--- src/rtl/codec_init_sequencer.sv ---
// codec_init_sequencer: walks a fixed WM8731 register table through the I2C write engine
module codec_init_sequencer #(
  parameter logic [6:0] CHIP_ADDR      = 7'h1A,
  parameter int         GAP_CYCLES     = 4,
  parameter int         TIMEOUT_CYCLES = 1024
) (
  input  logic        i_clk,
  input  logic        i_rst_n,
  input  logic        i_start,
  output logic        o_busy,
  output logic        o_finished,
  output logic        o_error,
  output logic [3:0]  o_cmd_idx,
  output logic        o_i2c_start,
  output logic [6:0]  o_i2c_addr,
  output logic        o_i2c_rw,
  output logic [15:0] o_i2c_reg_data,
  input  logic        i_i2c_finished
);
  localparam int TW = $clog2(TIMEOUT_CYCLES);
  localparam int GW = GAP_CYCLES > 1 ? $clog2(GAP_CYCLES) : 1;
  typedef enum logic [2:0] {IDLE, ISSUE, WAIT, GAP, DONE} state_t;
  state_t        state;
  logic [TW-1:0] tcnt;
  logic [GW-1:0] gcnt;
  assign o_i2c_addr = CHIP_ADDR;
  assign o_i2c_rw   = 1'b0;
  // register/data word for the current entry, stable while idx is held
  always_comb begin
    o_i2c_reg_data = 16'h0097;
    case (o_cmd_idx)
      4'd1: o_i2c_reg_data = 16'h0297;
      4'd2: o_i2c_reg_data = 16'h0479;
      4'd3: o_i2c_reg_data = 16'h0679;
      4'd4: o_i2c_reg_data = 16'h0815;
      4'd5: o_i2c_reg_data = 16'h0A00;
      4'd6: o_i2c_reg_data = 16'h0C00;
      4'd7: o_i2c_reg_data = 16'h0E42;
      4'd8: o_i2c_reg_data = 16'h1019;
      4'd9: o_i2c_reg_data = 16'h1201;
      default: o_i2c_reg_data = 16'h0097;
    endcase
  end
  // sequencer FSM; finished/busy change on entry to DONE so the pulse fills the DONE cycle
  always_ff @(posedge i_clk or negedge i_rst_n) begin
    if (!i_rst_n) begin
      state       <= IDLE;
      o_busy      <= 1'b0;
      o_finished  <= 1'b0;
      o_error     <= 1'b0;
      o_cmd_idx   <= '0;
      o_i2c_start <= 1'b0;
      tcnt        <= '0;
      gcnt        <= '0;
    end else begin
      o_i2c_start <= 1'b0;
      o_finished  <= 1'b0;
      case (state)
        IDLE: if (i_start) begin
          o_cmd_idx <= '0;
          o_error   <= 1'b0;
          o_busy    <= 1'b1;
          state     <= ISSUE;
        end
        ISSUE: begin
          o_i2c_start <= 1'b1;
          tcnt        <= '0;
          state       <= WAIT;
        end
        WAIT: begin
          tcnt <= tcnt + 1'b1;
          if (i_i2c_finished) begin
            if (o_cmd_idx == 4'd9) begin
              o_finished <= 1'b1;
              o_busy     <= 1'b0;
              state      <= DONE;
            end else if (GAP_CYCLES == 0) begin
              o_cmd_idx <= o_cmd_idx + 4'd1;
              state     <= ISSUE;
            end else begin
              gcnt  <= GW'(GAP_CYCLES - 1);
              state <= GAP;
            end
          end else if (tcnt == TW'(TIMEOUT_CYCLES - 1)) begin
            o_error    <= 1'b1;
            o_finished <= 1'b1;
            o_busy     <= 1'b0;
            state      <= DONE;
          end
        end
        GAP: if (gcnt == '0) begin
          o_cmd_idx <= o_cmd_idx + 4'd1;
          state     <= ISSUE;
        end else begin
          gcnt <= gcnt - 1'b1;
        end
        DONE: state <= IDLE;
        default: state <= IDLE;
      endcase
    end
  end
endmodule

--- config.mk ---
export PLATFORM = sky130hd
export DESIGN_NAME = codec_init_sequencer
export DESIGN_NICKNAME = d
export VERILOG_FILES = /design/src/rtl/codec_init_sequencer.sv
export SDC_FILE = /design/constraint.sdc
export NUM_CORES = 1
export LEC_CHECK = 0
export ABC_AREA = 1
export CAP_MARGIN = 5
export CORE_MARGIN = 1
export CORE_UTILIZATION = 44
export CTS_CLUSTER_DIAMETER = 100
export DETAILED_ROUTE_END_ITERATION = 6
export PLACE_DENSITY_LB_ADDON = 0.08
export SLEW_MARGIN = 20
export SYNTH_ARGS = -nofsm -noshare
export SYNTH_HDL_FRONTEND = slang
export SYNTH_SLANG_ARGS = --single-unit
--- constraint.sdc ---
create_clock -name i_clk -period 1.39 [get_ports i_clk]
set_clock_uncertainty 0.1 [all_clocks]
set_input_delay 0.417 -clock i_clk [delete_from_list [all_inputs] [get_ports i_clk]]
set_output_delay 0.417 -clock i_clk [all_outputs]
set_load 0.03 [all_outputs]
After elaboration in Yosys (flattened, before gate mapping):

Memory sizes are Yosys's and may differ from the RTL's.
Index checks and enable logic that the tools add are counted.

* logic and storage cells: 65
* memories: 1
* bits in registers: 23
* bits in read-only memories: 192
* output and inout port bits: 32

* add/sub/neg operators: 3
* reduce and logical (&&, ||, !) cells: 11
* eq/ne operators: 14
* mux-type cells: 28

Memory list
* (name not given): depth 16, width 12, read ports 1, clocked after memory_dff 0, wr ports 0, line 31 `case (o_cmd_idx)`

Operator list (count)
* one-hot mux 10 bit (2 select lines): 1
* 2-to-1 mux 3 bit: 5
* != test 2 bit (second input constant): 7
* 2-to-1 mux 1 bit: 12
* one-hot mux 3 bit (4 select lines): 1
* AND reduction 4 bit: 3
* adder 10 x 1 -> 10 bit (second input constant): 1
* equality test 10 bit (second input constant): 1
* 2-to-1 mux 4 bit: 2
* one-hot mux 4 bit (2 select lines): 1
* nonzero test 2 bit: 4
* equality test 3 x 2 -> 1 bit (second input constant): 2
* 2-to-1 mux 2 bit: 3
* != test 3 bit (second input constant): 2
* AND reduction 3 bit: 2
* adder 4 x 1 -> 4 bit (second input constant): 1
* equality test 4 bit (second input constant): 1
* one-hot mux 1 bit (2 select lines): 2
* one-hot mux 2 bit (2 select lines): 1
* equality test 3 x 1 -> 1 bit (second input constant): 1
* logical NOT 3 bit: 1
* logical NOT 2 bit: 1
* subtractor 2 x 1 -> 2 bit (second input constant): 1

Depth between registers and ports, before layout:

* depth in word-level cells: 4
* mapped depth: 9

Worst setup path before layout:

OpenSTA, ideal clock, no wires.

* path type: register to output
* start: register o_cmd_idx[2]
* end: output o_i2c_reg_data[4]
* path slack: -0.989 ns
* data arrival time: 1.862 ns
* cell stages (with the launch flop): 5
* cells stage by stage: dfrtp_1 inv_2 nor2_1 nand2_1 and2_1

* longest elaborated chain between the ends: 1

Ends and longest elaborated chain
* from (decl): line 13 `output logic [3:0] o_cmd_idx,`
* from (signal assigned): line 78 `o_cmd_idx <= o_cmd_idx + 4'd1;`
* from (signal assigned): line 92 `o_cmd_idx <= o_cmd_idx + 4'd1;`
* memory (16 x 12 bit)
* to (decl): line 17 `output logic [15:0] o_i2c_reg_data,`

No other way between the ends.

Worst setup path after layout:

* start: register o_cmd_idx[1]
* end: output o_i2c_reg_data[4]

Same word-level chain as after synthesis.

==> impl_results.html <==
<table>
<tr><th>Metric</th><th>Value</th></tr>
<tr><th colspan="2">Floorplan</th></tr>
<tr><td>Cell Rows</td><td>20</td></tr>
<tr><td>Die Height</td><td>58.5 µm</td></tr>
<tr><td>Core Area</td><td>3030 µm²</td></tr>
<tr><td>Effective utilization at floorplan</td><td>46.4%</td></tr>
<tr><td>Die width</td><td>58.5 µm</td></tr>
<tr><td>Top Ports</td><td>36</td></tr>
<tr><td>Die outline area</td><td>3420 µm²</td></tr>
<tr><th colspan="2">STA</th></tr>
<tr><td>Achievable clock frequency</td><td>528 MHz</td></tr>
<tr><td>RSZ-0062 raised after global routing</td><td>true</td></tr>
<tr><td>Count of endpoints failing setup in the final report</td><td>23</td></tr>
<tr><td>Post-Route Hold Slack</td><td>0.335 ns</td></tr>
<tr><td>Final cycle utilization of the critical path</td><td>136%</td></tr>
<tr><td>Final Hold Vio Count</td><td>0</td></tr>
<tr><td>Crit path time final</td><td>1.89 ns</td></tr>
<tr><td>Worst Slack Setup Final</td><td>-0.502 ns</td></tr>
<tr><td>Final count of pins violating max slew</td><td>0</td></tr>
<tr><th colspan="2">GRT</th></tr>
<tr><td>Number of antenna violations at the first check in global routing</td><td>0</td></tr>
<tr><td>Number of global-route vias before repair</td><td>1,353</td></tr>
<tr><td>Aggregate global routing overflow</td><td>0</td></tr>
<tr><td>Maximum number of pins on one net before global-route repair</td><td>24</td></tr>
<tr><td>Global-route wire length before repair</td><td>5710 µm</td></tr>
<tr><td>GRT Total Usage</td><td>21.9%</td></tr>
<tr><th colspan="2">Logic synthesis</th></tr>
<tr><td>Part of the Yosys area used for sequential elements</td><td>41.0%</td></tr>
<tr><td>Number of synthesized register bits</td><td>23</td></tr>
<tr><td>Synth Cell Area</td><td>1400 µm²</td></tr>
<tr><td>Yosys warning count</td><td>0</td></tr>
<tr><td>Synth unique cells</td><td>20</td></tr>
<tr><td>Synthesized instance count</td><td>197</td></tr>
<tr><td>Syn_area_per_cell</td><td>7.13 µm²</td></tr>
<tr><th colspan="2">Detailed routing</th></tr>
<tr><td>Final routed DRC violation total</td><td>0</td></tr>
<tr><td>Met1 WL</td><td>1410 µm</td></tr>
<tr><td>Routed wl met2</td><td>1840 µm</td></tr>
<tr><td>Post-Route WL</td><td>3420 µm</td></tr>
<tr><td>Highest routing layer actually used</td><td>met4</td></tr>
<tr><td>Detailed Route Iter0 Violations</td><td>32</td></tr>
<tr><td>Vias per inst</td><td>4.66</td></tr>
<tr><td>Number of vias after detailed routing</td><td>1,385</td></tr>
<tr><td>Remaining number of nets flagged by the antenna check after routing</td><td>0</td></tr>
<tr><td>WL/cell</td><td>11.5 µm</td></tr>
<tr><td>Met3 wirelength from detailed routing</td><td>134 µm</td></tr>
<tr><td>TritonRoute pass-1 iters</td><td>4</td></tr>
<tr><th colspan="2">Final layout</th></tr>
<tr><td>Fraction of final layout cells with drive strength greater than 1</td><td>47.4%</td></tr>
<tr><td>Nets@finish</td><td>263</td></tr>
<tr><td>Most frequent cells in the layout</td><td>sky130_fd_sc_hd__nand2_1, sky130_fd_sc_hd__buf_6, sky130_fd_sc_hd__buf_4</td></tr>
<tr><td>Number of fill cells in the layout</td><td>236</td></tr>
<tr><td>Commonest non-fill, non-tap cell in the layout</td><td>sky130_fd_sc_hd__nand2_1</td></tr>
<tr><td>Syn-to-layout area delta</td><td>58.1%</td></tr>
<tr><td>Area taken by flip-flops and latches</td><td>583 µm²</td></tr>
<tr><td>Area taken by multi-input logic gates</td><td>878 µm²</td></tr>
<tr><td>Diode insertion count for antenna repair</td><td>0</td></tr>
<tr><th colspan="2">Power</th></tr>
<tr><td>Power Density</td><td>1390 nW/µm²</td></tr>
<tr><td>Lkg Pwr</td><td>1.11 nW</td></tr>
<tr><td>Max VDD drop</td><td>0.000771 V</td></tr>
<tr><td>Power Total</td><td>3.08 mW</td></tr>
<tr><th colspan="2">Clocking</th></tr>
<tr><td>Number of clock sinks seen by CTS</td><td>23</td></tr>
<tr><td>TritonCTS clock tree</td><td>done</td></tr>
<tr><td>Latest clock arrival within the worst-skew pair</td><td>0.31 ns</td></tr>
<tr><td>Clock transition at path regs</td><td>0.13 ns</td></tr>
<tr><td>CTS root buffer</td><td>sky130_fd_sc_hd__clkbuf_4</td></tr>
<tr><td>CTS H-tree lvls</td><td>1</td></tr>
<tr><td>Worst-case clock buffer depth</td><td>2</td></tr>
<tr><td>Inserted Clock Buffers</td><td>3</td></tr>
<tr><th colspan="2">Critical path</th></tr>
<tr><td>Cells traversed along the worst timing path</td><td>inv_4 -&gt; ha_4 -&gt; nand3_4 -&gt; and2_4 -&gt; buf_6</td></tr>
<tr><td>CP max stage cell</td><td>sky130_fd_sc_hd__dfrtp_2</td></tr>
<tr><td>Slack of the worst reg-to-reg path</td><td>-0.16 ns</td></tr>
<tr><td>Maximum single-stage delay on the critical path</td><td>0.47 ns</td></tr>
<tr><td>WP data arrival</td><td>1.38 ns</td></tr>
<tr><td>Critical Path End Type</td><td>primary output</td></tr>
<tr><td>Largest fanout on the critical path</td><td>4</td></tr>
<tr><td>Category of the critical setup timing path</td><td>flop to primary output</td></tr>
<tr><td>Crit path required time</td><td>0.87 ns</td></tr>
<tr><td>Element type at the critical path start</td><td>flop</td></tr>
<tr><th colspan="2">Placed design</th></tr>
<tr><td>Weighted congestion reported at the end of routability-driven placement</td><td>0.786</td></tr>
<tr><td>PortBufs</td><td>23</td></tr>
<tr><td>Detail Placement HPWL</td><td>2480 µm</td></tr>
<tr><th colspan="2">Run status</th></tr>
<tr><td>Result of the run</td><td>complete, but fails checks</td></tr>
<tr><td>Failing checks</td><td>setup timing</td></tr>
<tr><th colspan="2">Min path</th></tr>
<tr><td>Path type of the worst min-delay path</td><td>input port to asynchronous set/reset pin</td></tr>
<tr><th colspan="2">Job</th></tr>
<tr><td># Max-Cap Violations</td><td>0</td></tr>
</table>
-- area by class of cell --
class / count / share of cell area (%)
flip-flops and latches: 23 / 26.3
multi-input cells: 137 / 39.6
inverters: 34 / 6.54
repair buffers: 55 / 23.9
clock inverters: 1 / 0.225
well taps: 44 / 2.48
clock buffers: 3 / 1.01
-- worst paths after layout --
| kind | start | cells after the start | to |
|---|---|---|---|
| setup / recovery | o_cmd_idx[1] | 5 | o_i2c_reg_data[4] |
| hold / removal | i_rst_n | 2 | o_finished |
| setup reg to reg | o_cmd_idx[1] | 11 | o_busy |
| hold reg to reg | gcnt[1] | 2 | gcnt[1] |
| max in group asynchronous | i_rst_n | 2 | o_cmd_idx[0] |
| min in group i_clk | gcnt[1] | 2 | gcnt[1] |
-- Yosys cell counts, drive strengths merged --
cell type | number | area [µm²]
nand3 | 15 | 80.1
o21ai | 18 | 90.1
nor3 | 2 | 15.0
buf | 13 | 101
ha | 5 | 62.6
and2 | 1 | 6.26
nor2 | 27 | 109
conb | 2 | 7.51
nand2 | 52 | 200
nand4 | 3 | 18.8
dfrtp | 23 | 576
a21oi | 2 | 10.0
inv | 34 | 128
-- metal layers --
layer	vias up	track usage [%]
met2	32	41.4
met4	0	7.82
met3	5	3.30
met5	-	0
met1	651	24.9
li1	697	-
-- registers in the layout, summed over array words and instances, names as in the netlist --
| register | flops |
|---|---|
| o_cmd_idx | 4 |
| gcnt | 2 |
| o_i2c_start | 1 |
| state | 3 |
| o_error | 1 |
| o_busy | 1 |
| tcnt | 10 |
| o_finished | 1 |
-- power breakdown --
| group | switching (mW) | internal (mW) |
|---|---|---|
| clock | 0.198 | 0.108 |
| sequential | 0.165 | 0.842 |
| combinational | 1.05 | 0.724 |
-- logic make-up (layout without fill, tap and decap cells) --
group	count (synthesis)	count (layout)	synth area share, %
flops	23	23	41.0
simple gates	100	100	30.6
buf+inv	47	93	16.3
fa+ha+maj	5	5	4.46
compound gates	20	20	7.13
other cells	2	12	0.535
-- worst max-delay path: cells and delay by family (launching register included) --
family        cells  cell delay, ns
fa+ha+maj         1            0.14
buf+inv           2            0.23
flops             1            0.47
simple gates      2            0.23
-- through the flow --
stage / area [µm²] / setup TNS [ns] / setup slack, ns / utilization, % / cells
2_1_floorplan: 1510 / -2.19 / -0.286 / - / 207
3_3_place_gp: 1820 / -2.10 / -0.196 / 60.0 / 282
3_5_place_dp: 1820 / -2.44 / -0.235 / 60.0 / 282
4_1_cts: 2050 / -6.31 / -0.501 / 67.7 / 292
5_1_grt: 2220 / -8.56 / -0.555 / 73.3 / 297
6_report: 2220 / -6.75 / -0.502 / 73.3 / 297
-- repair_timing --
item / in CTS / in global routing
hold buffers: 0 / 0
gates resized for setup: 43 / 39
setup endpoints to repair: 27 / 41
setup buffers: 6 / 5
pin swaps: 8 / 13
Power figures use the tool's default switching activity.
==> variant, RTL diff (same settings) <==
Compare `o_cmd_idx` against `4'd9` with >= in place of ==.
--- a/src/rtl/codec_init_sequencer.sv
+++ b/src/rtl/codec_init_sequencer.sv
@@ -70,7 +70,7 @@
         WAIT: begin
           tcnt <= tcnt + 1'b1;
           if (i_i2c_finished) begin
-            if (o_cmd_idx == 4'd9) begin
+            if (o_cmd_idx >= 4'd9) begin
               o_finished <= 1'b1;
               o_busy     <= 1'b0;
               state      <= DONE;
Check against the original RTL: no difference found for any inputs over 10 cycles, from zero or initial values and one cycle with i_rst_n low; that may be too few to reach the edited logic, so the function may still have changed.
==> variant against the original RTL <==
The run still ends with setup timing left. Worst hold slack better by 0.0085 ns. Synthesized area is 4.6% higher. Sequential share of layout area is 0.84 points lower. Sequential cell count stayed put. Routed wire length is 5.8% higher. Final area is 2.9% higher. Register-to-register slack worse by 0.06 ns. Total power is 18% higher. Die area is 4.5% higher. Worst setup slack worse by 0.082 ns. Critical endpoint is now o_i2c_reg_data[12]. Largest cell class unchanged. Largest power group unchanged. Highest routed layer unchanged.
==> variant: results (changes against the original RTL) <==
LEAKAGE: 1.22 nW (was 1.11 nW)
total track usage: 0.205 (was 0.219)
post-route worst setup slack: -0.585 ns (was -0.502 ns)
final cell count without fillers: 308 (was 297)
Inst Count DP: 284 (was 282)
met2 wire len: 1990 µm (was 1840 µm)
failing checks: setup timing (unchanged)
fraction of layout cells with a size suffix above 1: 0.447 (was 0.474)
first-iteration detailed-routing DRC count: 35 (was 32)
Final #Nets: 274 (was 263)
htree depth: 1 (unchanged)
ANT cells: 0 (unchanged)
synth unique cells: 27 (was 20)
CTS root buffer: clkbuf_4 (unchanged)
Routed met1 length: 1490 µm (was 1410 µm)
fillers: 233 (was 236)
Top Metal Used: met4 (unchanged)
crit path max fanout: 6 (was 4)
TritonCTS Buffers: 3 (unchanged)
via-per-instance ratio: 4.69 (was 4.66)
reg2reg setup slack: -0.22 ns (was -0.16 ns)
GRT met2 Usage: 0.373 (was 0.414)
1st-pass router iterations: 4 (unchanged)
Clock Path Buffers: 2 (unchanged)
Synth Instances: 198 (was 197)
vias in the first global route: 1328 (was 1353)
proportion of synthesized area in mux cells: 0 (unchanged)
WL/cell: 11.8 µm (was 11.5 µm)
top post-synthesis cells by area: dfrtp_1 39%, nand2_1 13%, inv_1 9.2% (was dfrtp_1 41%, nand2_1 13%, inv_1 8.3%)
Async SR Flop Fraction: 1.00 (unchanged)
clock transition at the registers of the reported paths: 0.13 ns (about the same)
Yosys warnings: 0 (unchanged)
FF-to-FF path depth: 10 (was 11)
hpwl dp: 2450 µm (was 2480 µm)
dominant synthesized flop cell: dfrtp_1 (unchanged)
M3 GR Usage: 0.0433 (was 0.0330)
setup tns final: -8.10 ns (was -6.75 ns)
WL met3: 106 µm (was 134 µm)
CP arrival: 1.46 ns (was 1.38 ns)
Synth Area in Compound Gates: 0.0903 (was 0.0713)
setup violators final: 24 (was 23)
met1 capacity usage during global routing: 0.242 (was 0.249)
placed inst area: 0.00190 mm² (was 0.00182 mm²)
pre-CTS setup slack: -0.249 ns (was -0.235 ns)
outcome: finished with violations (unchanged)
post-synthesis adder-cell area fraction: 0.0426 (was 0.0446)
routability cong.: 0.836 (was 0.786)
worst skew pair latency: 0.31 ns (about the same)
worst vdd ir: 0.000908 V (was 0.000771 V)
WHS: 0.344 ns (was 0.335 ns)
first-pass GRT wire length: 5590 µm (was 5710 µm)
IO Port Bufs: 23 (unchanged)
Commonest cells post-synth: 51 x nand2_1, 36 x inv_1, 23 x dfrtp_1, 18 x nand3_1 (was 50 x nand2_1, 31 x inv_1, 24 x nor2_1, 23 x dfrtp_1, 15 x o21ai_0)
register area share after synthesis: 0.392 (was 0.410)
xor and xnor area share after synthesis: 0 (unchanged)
## variant: cell families (layout without fill, tap and decap cells)
kind of cell,after synthesis,in the layout
flops,23,23
compound gates,22,22
buf+inv,52,108
fa+ha+maj,5,5
simple gates,94,94
other cells,2,12
## variant: final cells by class
cell class / instances / area (µm²) / area share
well taps: 44 / 55.1 / 0.0241
flip-flops and latches: 23 / 581 / 0.254
inverters: 38 / 158 / 0.0690
multi-input cells: 133 / 845 / 0.370
clock inverters: 1 / 5.00 / 0.00219
repair buffers: 66 / 618 / 0.271
clock buffers: 3 / 22.5 / 0.00986
## variant: worst paths after layout
path                                           from                        to
hold / removal                              i_rst_n       tcnt[5]$_DFFE_PN0P_
setup / recovery           o_cmd_idx[1]$_DFFE_PN0P_        o_i2c_reg_data[12]
max in group asynchronous                   i_rst_n  o_cmd_idx[0]$_DFFE_PN0P_
setup reg to reg           o_cmd_idx[1]$_DFFE_PN0P_      state[0]$_DFFE_PN0P_
min in group i_clk              gcnt[1]$_DFFE_PN0P_       gcnt[1]$_DFFE_PN0P_
hold reg to reg                 gcnt[1]$_DFFE_PN0P_       gcnt[1]$_DFFE_PN0P_
## variant: where the power goes
| group | total (mW) | switching, mW | internal [mW] | leakage (nW) |
|---|---|---|---|---|
| clock | 0.313 | 0.205 | 0.107 | 0.0177 |
| sequential | 0.985 | 0.139 | 0.846 | 0.296 |
| combinational | 2.35 | 1.28 | 1.06 | 0.905 |
| total | 3.64 | 1.63 | 2.02 | 1.22 |
## variant: repair_timing
item                       in CTS  in global routing
buffers inserted                6                 16
setup endpoints to repair      26                 35
resized for setup              36                 25
pin swaps                       2                  5
## variant: worst max-delay path, cell delays in order, from the launching register on
cell     delay, ns
dfrtp_2       0.48
buf_4         0.16
buf_4         0.12
buf_4         0.14
nor2_4        0.11
buf_6         0.14
